[config.mk]
export PLATFORM = sky130hd
export DESIGN_NAME = prog_loader
export DESIGN_NICKNAME = d
export VERILOG_FILES = /design/src/rtl/prog_loader_pkg.sv /design/src/rtl/prog_loader_chk.sv /design/src/rtl/prog_loader.sv
export SDC_FILE = /design/constraint.sdc
export NUM_CORES = 1
export LEC_CHECK = 0
export CAP_MARGIN = 20
export CORE_ASPECT_RATIO = 1.4
export CORE_UTILIZATION = 55
export CTS_CLUSTER_SIZE = 16
export DETAILED_ROUTE_END_ITERATION = 8
export GPL_TIMING_DRIVEN = 0
export PLACE_DENSITY = 0.83
export SYNTH_ARGS = -nofsm -noshare
export SYNTH_HDL_FRONTEND = slang
export SYNTH_HIERARCHICAL = 1
export SYNTH_SLANG_ARGS = --single-unit
[constraint.sdc]
create_clock -name clk -period 3.7 [get_ports clk]
set_clock_uncertainty 0.1 [all_clocks]
set_input_delay 1.11 -clock clk [delete_from_list [all_inputs] [get_ports clk]]
set_output_delay 1.11 -clock clk [all_outputs]
set_load 0.005 [all_outputs]
[src/rtl/prog_loader_pkg.sv]
// Shared types and defaults for the program loader.
// Optional checksum byte enabled by defining PROG_LOADER_CHK_EN.
package prog_loader_pkg;

  typedef enum logic [3:0] {
    IDLE,
    GET_PC,
    GET_CNT,
    GET_HI,
    GET_LO,
    WRITE,
    CHK,
    DONE,
    ERR
  } state_t;

  localparam logic [7:0] HEADER_DEFAULT = 8'hA5;
  localparam int         ADDR_W_DEFAULT = 8;

  // States in which the loader takes a byte from the host link.
  function automatic logic accepts_byte(state_t s);
    return (s != WRITE) && (s != DONE);
  endfunction

endpackage

[src/rtl/prog_loader_chk.sv]
// Running XOR checksum over the frame payload bytes.
// Instantiated by prog_loader only when PROG_LOADER_CHK_EN is defined.
module prog_loader_chk (
  input  logic       clk,
  input  logic       rst_n,
  input  logic       clear,
  input  logic       enable,
  input  logic [7:0] data,
  output logic [7:0] sum
);

  always_ff @(posedge clk) begin
    if (!rst_n) begin
      sum <= 8'h00;
    end else if (clear) begin
      sum <= 8'h00;
    end else if (enable) begin
      sum <= sum ^ data;
    end
  end

endmodule

[src/rtl/prog_loader.sv]
// Framed byte-stream loader: writes 16-bit words into program RAM, then starts the CPU.
// Define PROG_LOADER_CHK_EN to require a trailing XOR checksum byte per frame.
module prog_loader
  import prog_loader_pkg::*;
#(
  parameter logic [7:0] HEADER = HEADER_DEFAULT,
  parameter int         ADDR_W = ADDR_W_DEFAULT
) (
  input  logic              clk,
  input  logic              rst_n,
  input  logic              byte_valid,
  input  logic [7:0]        byte_data,
  output logic              byte_ready,
  output logic              ram_w_en,
  output logic [ADDR_W-1:0] ram_w_addr,
  output logic [15:0]       ram_w_data,
  output logic              start,
  output logic [ADDR_W-1:0] start_pc,
  output logic              busy,
  output logic              err
);

  state_t            state_reg;
  logic              run_reg;
  logic [7:0]        count_reg;
  logic [7:0]        hi_reg;
  logic [ADDR_W-1:0] addr_reg;
  logic [ADDR_W-1:0] w_addr_reg;
  logic [15:0]       w_data_reg;
  logic [ADDR_W-1:0] start_pc_reg;
  logic              xfer;

  // run_reg keeps byte_ready low while reset is asserted, even though IDLE accepts bytes.
  assign byte_ready = run_reg & accepts_byte(state_reg);
  assign xfer       = byte_valid & byte_ready;
  assign ram_w_en   = (state_reg == WRITE);
  assign start      = (state_reg == DONE);
  assign busy       = !(state_reg inside {IDLE, ERR});
  assign ram_w_addr = w_addr_reg;
  assign ram_w_data = w_data_reg;
  assign start_pc   = start_pc_reg;

`ifdef PROG_LOADER_CHK_EN
  logic [7:0] chk_sum;
  logic       chk_clear;
  logic       chk_en;
  logic       err_reg;

  assign chk_clear = xfer && (byte_data == HEADER) && (state_reg inside {IDLE, ERR});
  assign chk_en    = xfer && (state_reg inside {GET_PC, GET_CNT, GET_HI, GET_LO});
  assign err       = err_reg;

  prog_loader_chk u_chk (
    .clk    (clk),
    .rst_n  (rst_n),
    .clear  (chk_clear),
    .enable (chk_en),
    .data   (byte_data),
    .sum    (chk_sum)
  );

  localparam state_t AFTER_LAST = CHK;
`else
  assign err = 1'b0;

  localparam state_t AFTER_LAST = DONE;
`endif

  always_ff @(posedge clk) begin
    if (!rst_n) begin
      state_reg    <= IDLE;
      run_reg      <= 1'b0;
      count_reg    <= 8'h00;
      hi_reg       <= 8'h00;
      addr_reg     <= '0;
      w_addr_reg   <= '0;
      w_data_reg   <= 16'h0000;
      start_pc_reg <= '0;
`ifdef PROG_LOADER_CHK_EN
      err_reg      <= 1'b0;
`endif
    end else begin
      run_reg <= 1'b1;
      case (state_reg)
        IDLE: begin
          if (xfer && byte_data == HEADER) state_reg <= GET_PC;
        end
        GET_PC: begin
          if (xfer) begin
            start_pc_reg <= ADDR_W'(byte_data);
            addr_reg     <= ADDR_W'(byte_data);
            state_reg    <= GET_CNT;
          end
        end
        GET_CNT: begin
          if (xfer) begin
            count_reg <= byte_data;
            state_reg <= (byte_data == 8'h00) ? AFTER_LAST : GET_HI;
          end
        end
        GET_HI: begin
          if (xfer) begin
            hi_reg    <= byte_data;
            state_reg <= GET_LO;
          end
        end
        GET_LO: begin
          // Write port registers change only here, so they hold between strobes.
          if (xfer) begin
            w_addr_reg <= addr_reg;
            w_data_reg <= {hi_reg, byte_data};
            state_reg  <= WRITE;
          end
        end
        WRITE: begin
          addr_reg  <= addr_reg + 1'b1;
          count_reg <= count_reg - 8'h01;
          state_reg <= (count_reg == 8'h01) ? AFTER_LAST : GET_HI;
        end
`ifdef PROG_LOADER_CHK_EN
        CHK: begin
          if (xfer) begin
            if (byte_data == chk_sum) begin
              state_reg <= DONE;
            end else begin
              state_reg <= ERR;
              err_reg   <= 1'b1;
            end
          end
        end
`endif
        DONE: begin
          state_reg <= IDLE;
`ifdef PROG_LOADER_CHK_EN
          err_reg   <= 1'b0;
`endif
        end
        ERR: begin
          if (xfer && byte_data == HEADER) begin
            state_reg <= GET_PC;
`ifdef PROG_LOADER_CHK_EN
            err_reg   <= 1'b0;
`endif
          end
        end
        default: state_reg <= IDLE;
      endcase
    end
  end

endmodule

### Yosys cells after proc, flatten, opt, wreduce, memory -nomap -nowiden

Index checks and enable logic that the tools add are counted.

| operators by class | value |
|---|---|
| add/subtract/negate cells | 2 |
| equality and inequality tests | 16 |
| mux-type cells | 12 |
| bitwise gates (word level) | 2 |
| reductions and logical operators | 15 |

Operators by type and width:

| kind | count |
|---|---|
| 8-bit one-hot mux with 2 select lines | 2 |
| 4-bit one-hot mux with 6 select lines | 1 |
| 4-bit two-way mux | 5 |
| 4-bit by 3-bit == test with 1-bit output, second input constant | 3 |
| 2-bit AND reduction | 5 |
| 8-bit by 1-bit adder with 8-bit output, second input constant | 1 |
| 4-bit by 2-bit == test with 1-bit output, second input constant | 2 |
| 8-bit by 1-bit == test with 1-bit output, second input constant | 1 |
| 8-bit == test, second input constant | 1 |
| 8-bit zero test | 1 |
| 8-bit two-way mux | 1 |
| 2-bit != test, second input constant | 4 |
| 4-bit by 3-bit != test with 1-bit output, second input constant | 2 |
| 8-bit by 1-bit subtractor with 8-bit output, second input constant | 1 |
| 3-bit two-way mux | 2 |
| 2-bit nonzero test | 3 |
| 5-bit AND reduction | 1 |
| 4-bit by 1-bit == test with 1-bit output, second input constant | 1 |
| 4-bit == test, second input constant | 1 |
| 4-bit zero test | 1 |
| 1-bit bitwise AND | 2 |
| 1-bit logical AND | 2 |
| 2-bit by 1-bit != test with 1-bit output, second input constant | 1 |
| 2-bit OR reduction | 1 |
| other kinds (2) | 2 |

| storage, ports and cells | value |
|---|---|
| register bits after elaboration | 61 |
| output and inout port bits | 37 |
| logic and storage cells | 55 |

### Logic depth before layout (Yosys ltp)

| depth | value |
|---|---|
| word-level depth | 7 |
| gate-level depth with buffers | 6 |

### Least setup slack after synthesis

OpenSTA, ideal clock, no wires.

| timing | value |
|---|---|
| path kind | input port to flip-flop |
| start point | input byte_valid |
| end point | register start_pc_reg[0], in the netlist start_pc[0] |
| library setup time | 128 ps |
| arrival | 1,930 ps |
| path slack | 1,542 ps |
| cell stages on the path | 6 |
| path buffers | 2 |
| path through | nand3_4 or3_1 buf_6 buf_6 a21oi_2 nor2_1 |

| on the way | value |
|---|---|
| word-level cells in the longest chain between the ends | 2 |

RTL lines:

| element | RTL line | source |
|---|---|---|
| from (decl) | prog_loader.sv:11 | `input logic byte_valid,` |
| 1-bit bitwise AND | prog_loader.sv:35 | `assign xfer = byte_valid & byte_ready;` |
| 2-bit AND reduction (no source line) | - |  |
| to (signal assigned) | prog_loader.sv:90 | `start_pc_reg <= ADDR_W'(byte_data);` |
| to (decl) | prog_loader.sv:30 | `logic [ADDR_W-1:0] start_pc_reg;` |

No other way between the ends.
A chain may end at the register's enable or synchronous reset.

### Final worst setup path

| timing | value |
|---|---|
| start point | register state_reg[0] |
| end point | output start |

| on the way | value |
|---|---|
| word-level cells in the longest chain between the ends | 1 |

RTL lines:

| element | RTL line | source |
|---|---|---|
| from (decl) | prog_loader.sv:23 | `state_t state_reg;` |
| from (signal assigned) | prog_loader.sv:98 | `state_reg <= (byte_data == 8'h00) ? AFTER_LAST : GET_HI;` |
| from (signal assigned) | prog_loader.sv:118 | `state_reg <= (count_reg == 8'h01) ? AFTER_LAST : GET_HI;` |
| 4-bit by 3-bit == test with 1-bit output | prog_loader.sv:37 | `assign start = (state_reg == DONE);` |
| to (decl) | prog_loader.sv:17 | `output logic start,` |

No other way between the ends.

==> metrics.md <==
| Metric | Value |
|---|---|
| Non-filler cells, final | `391` |
| Initial DRC count | `approximately 160` |
| Post-synth top flop | `dfxtp_1` |
| Placeable Area | `between 0.004 and 0.005 mm²` |
| Final Slew Violations | `0` |
| Slowest CP cell | `clkdlybuf4s50_1` |
| Finished Cell Area | `0.00330 mm²` |
| Worst-path clk slew | `about 60 ps` |
| Tmin final | `between 2000 and 3000 ps` |
| Max FFs per register | `16` |
| Final setup viols | `0` |
| Path category of the worst min-delay check | `reg -> reg` |
| TNS Setup | `0 ps` |
| Mapped cell area | `approximately 0.0026 mm²` |
| Die H | `83.3 µm` |
| Sequential-to-total area share from yosys stat | `46.3%` |
| Reg-to-reg endpoint | `count_reg[5]` |
| ANT nets after route | `0` |
| CP Data Arrival Time | `approximately 1800 ps` |
| Endpoint class of the critical path | `primary output` |
| End of the worst hold path | `start_pc[1]` |
| DRT Pass-1 Iters | `4` |
| Fillers | `~340` |
| Top delay family on crit path | `buffers and inverters` |
| Hold_sp | `start_pc[1]` |
| Final GP Congestion | `around 0.9` |
| Post-CTS sizing | `0` |
| CTS Buffer Depth | `2` |
| Worst r2r src | `state_reg[1]` |
| Clock tree sinks | `60` |
| IO Count | `48` |
| Num rows | `29` |
| Syn Inst Count | `268` |
| Crit-path max cell delay | `around 500 ps` |
| Area growth, synth to finish | `27.2%` |
| Worst EP required | `between 2000 and 2500 ps` |
| First-pass GRT wire length | `~10 mm` |
| Initial core utilization | `57.2%` |
| Yosys reg bits | `60` |
| Pre-CTS setup slack | `between 700 and 800 ps` |
| Register area | `0.00120 mm²` |
| Final hold vios | `0` |
| Die X | `between 60 and 70 µm` |
| Routed WL | `between 6 and 7 mm` |
| Nets | `339` |
| CP Buf/Inv Count | `2` |
| Worst Max-Slew Pin Slew | `572 ps` |
| Most common cell after layout, fill and taps aside | `dfxtp_1` |
| Reg2reg setup slack | `1990 ps` |
| Port Buffers | `46` |
| Synth Area per Inst | `between 9 and 10 µm²` |
| Tot Pwr | `~1.2 mW` |
| Clock Latency Late Sink | `approximately 330 ps` |
| Commonest non-fill, non-tap cells in the layout | `dfxtp_1, clkdlybuf4s50_1, nor2_1` |
| N_diodes | `0` |
| Total GRT Usage | `between 20 and 30%` |
| Vias post-DR | `2,205` |
| Fmax | `between 300 and 400 MHz` |
| Initial antenna violation count | `0` |
| RSZ-0062 raised after global routing | `false` |
| Crit path cell chain | `buf_2 > and3_1 > clkdlybuf4s50_1` |
| Via density | `5.64` |
| Period utilization | `between 70% and 80%` |
| DP HPWL | `approximately 4.4 mm` |
| Synth warnings | `6` |
| CTS buffer count | `9` |
| Hold buffer count at cts | `0` |
| Asr flop ratio synth | `0%` |
| Crit-path max FO | `10` |
| CTS root buffer | `clkbuf_8` |
| CTS tree | `yes` |
| Grt total ovfl | `0` |
| DRC viols | `0` |
| Post-synth cell types | `52` |
| Setup Fix Bufs, Post-CTS | `0` |
| Max Cap Viol | `0` |
| Fin worst setup slack | `between 700 and 800 ps` |
| DR WL/cell | `roughly 16 µm` |
| LEAKAGE | `about 1.4 nW` |
| Syn Nets | `about 280` |
| Die Footprint | `roughly 0.0050 mm²` |
| Cell area after placement | `between 0.003 and 0.004 mm²` |
| Reg2Reg Depth | `6` |
| CP Launch Type | `flop` |
| Number of synthesized flops with an enable pin | `0` |
| Status | `complete, no violations` |
| Dpl cells | `about 380` |
| Area occupied by multi-input gates | `~0.0013 mm²` |
| Peak VDD IR | `approximately 340 µV` |
| Hold depth | `2` |
| Share of cells above drive strength 1 | `12.5%` |
| Vias in the first global route | `around 2,200` |
| Max_slew headroom | `around three fifths` |
| Pwr dens | `~360 mW/mm²` |
| Largest net degree at the start of global routing | `11` |
| Kind of critical path | `reg -> out` |
| H-tree depth | `3` |
-- stage by stage --
stage / utilization, % / hold WS [ps]
floorplan: - / 343
global placement: 69.1 / 348
detailed placement: 69.1 / 351
CTS: 72.8 / 359
global route: 72.8 / 386
finish: 72.8 / 359
-- worst max path at each step --
| stage | from | endpoint | slack (ps) | cells past startpoint |
|---|---|---|---|---|
| floorplan | byte_valid | start_pc[0] | 1540 | 6 |
| global placement | byte_valid | start_pc[0] | 770 | 7 |
| detailed placement | byte_valid | start_pc[0] | 760 | 7 |
| CTS | state_reg[0] | start | 720 | 3 |
| global route | state_reg[0] | start | 650 | 3 |
| finish | state_reg[0] | start | 740 | 3 |
-- layout make-up --
cell class / count / area share (%)
clock inverter: 2 / 0.303
sequential: 60 / 36.4
clock buffer: 13 / 4.81
tap: 62 / 2.35
timing repair buffer: 46 / 13.9
inverter: 5 / 0.644
multi-input combinational: 187 / 38.5
buffer: 16 / 3.03
-- logic make-up after synthesis --
group / Yosys count / synth area share [%]
AO/OA/AOI/OAI: 45 / 12.9
adder cells (fa/ha/maj): 3 / 1.45
buffers and inverters: 21 / 4.68
flip-flops: 60 / 46.3
multiplexers: 32 / 12.3
other: 1 / 0.145
AND/OR/NAND/NOR: 106 / 22.2
-- worst min-delay path, stage by stage, from the launching register on --
cell and delay [ps]:
dfxtp_1 310, nand2_1 50, a21oi_1 50
-- report_power, final --
part | leakage [nW] | switching [mW] | internal [mW]
Sequential | 0.483 | 0.00145 | 0.647
Combinational | 0.809 | 0.0263 | 0.0148
Clock | 0.0893 | 0.238 | 0.274
-- Yosys cell counts (2+ instances only) --
library cell | count | share of area [%]
nand2_1 | 25 | 3.6
inv_1 | 3 | 0.43
a22oi_1 | 2 | 0.58
o21ai_0 | 2 | 0.39
or4_1 | 2 | 0.58
nand4_1 | 2 | 0.48
or3_1 | 5 | 1.2
nor3_1 | 3 | 0.58
buf_2 | 5 | 0.96
and2_1 | 2 | 0.48
o211ai_1 | 3 | 0.87
nand4_4 | 2 | 1.6
nor2_2 | 2 | 0.48
and3_1 | 4 | 0.96
ha_1 | 3 | 1.4
nor4b_1 | 2 | 0.68
or2_2 | 3 | 0.72
nor2_1 | 37 | 5.4
clkbuf_1 | 6 | 0.87
mux2i_1 | 32 | 12
a21oi_2 | 2 | 0.68
a21oi_1 | 13 | 2.5
buf_6 | 4 | 1.7
a31oi_1 | 9 | 2.2
dfxtp_1 | 60 | 46
nand3_1 | 8 | 1.5
o2111a_1 | 2 | 0.87
-- per-layer routing --
| metal | vias to the layer above | share of wire, % | wire length, µm | global-route usage (%) |
|---|---|---|---|---|
| met5 | - | 0 | 0 | 0 |
| met4 | 0 | 2.9 | 178 | 12.9 |
| met3 | 17 | 3.8 | 239 | 6.70 |
| met2 | 63 | 51 | 3150 | 45.1 |
| met1 | 1055 | 43 | 2640 | 32.7 |
| li1 | 1070 | - | - | - |
(Power assumes the default switching activity.)
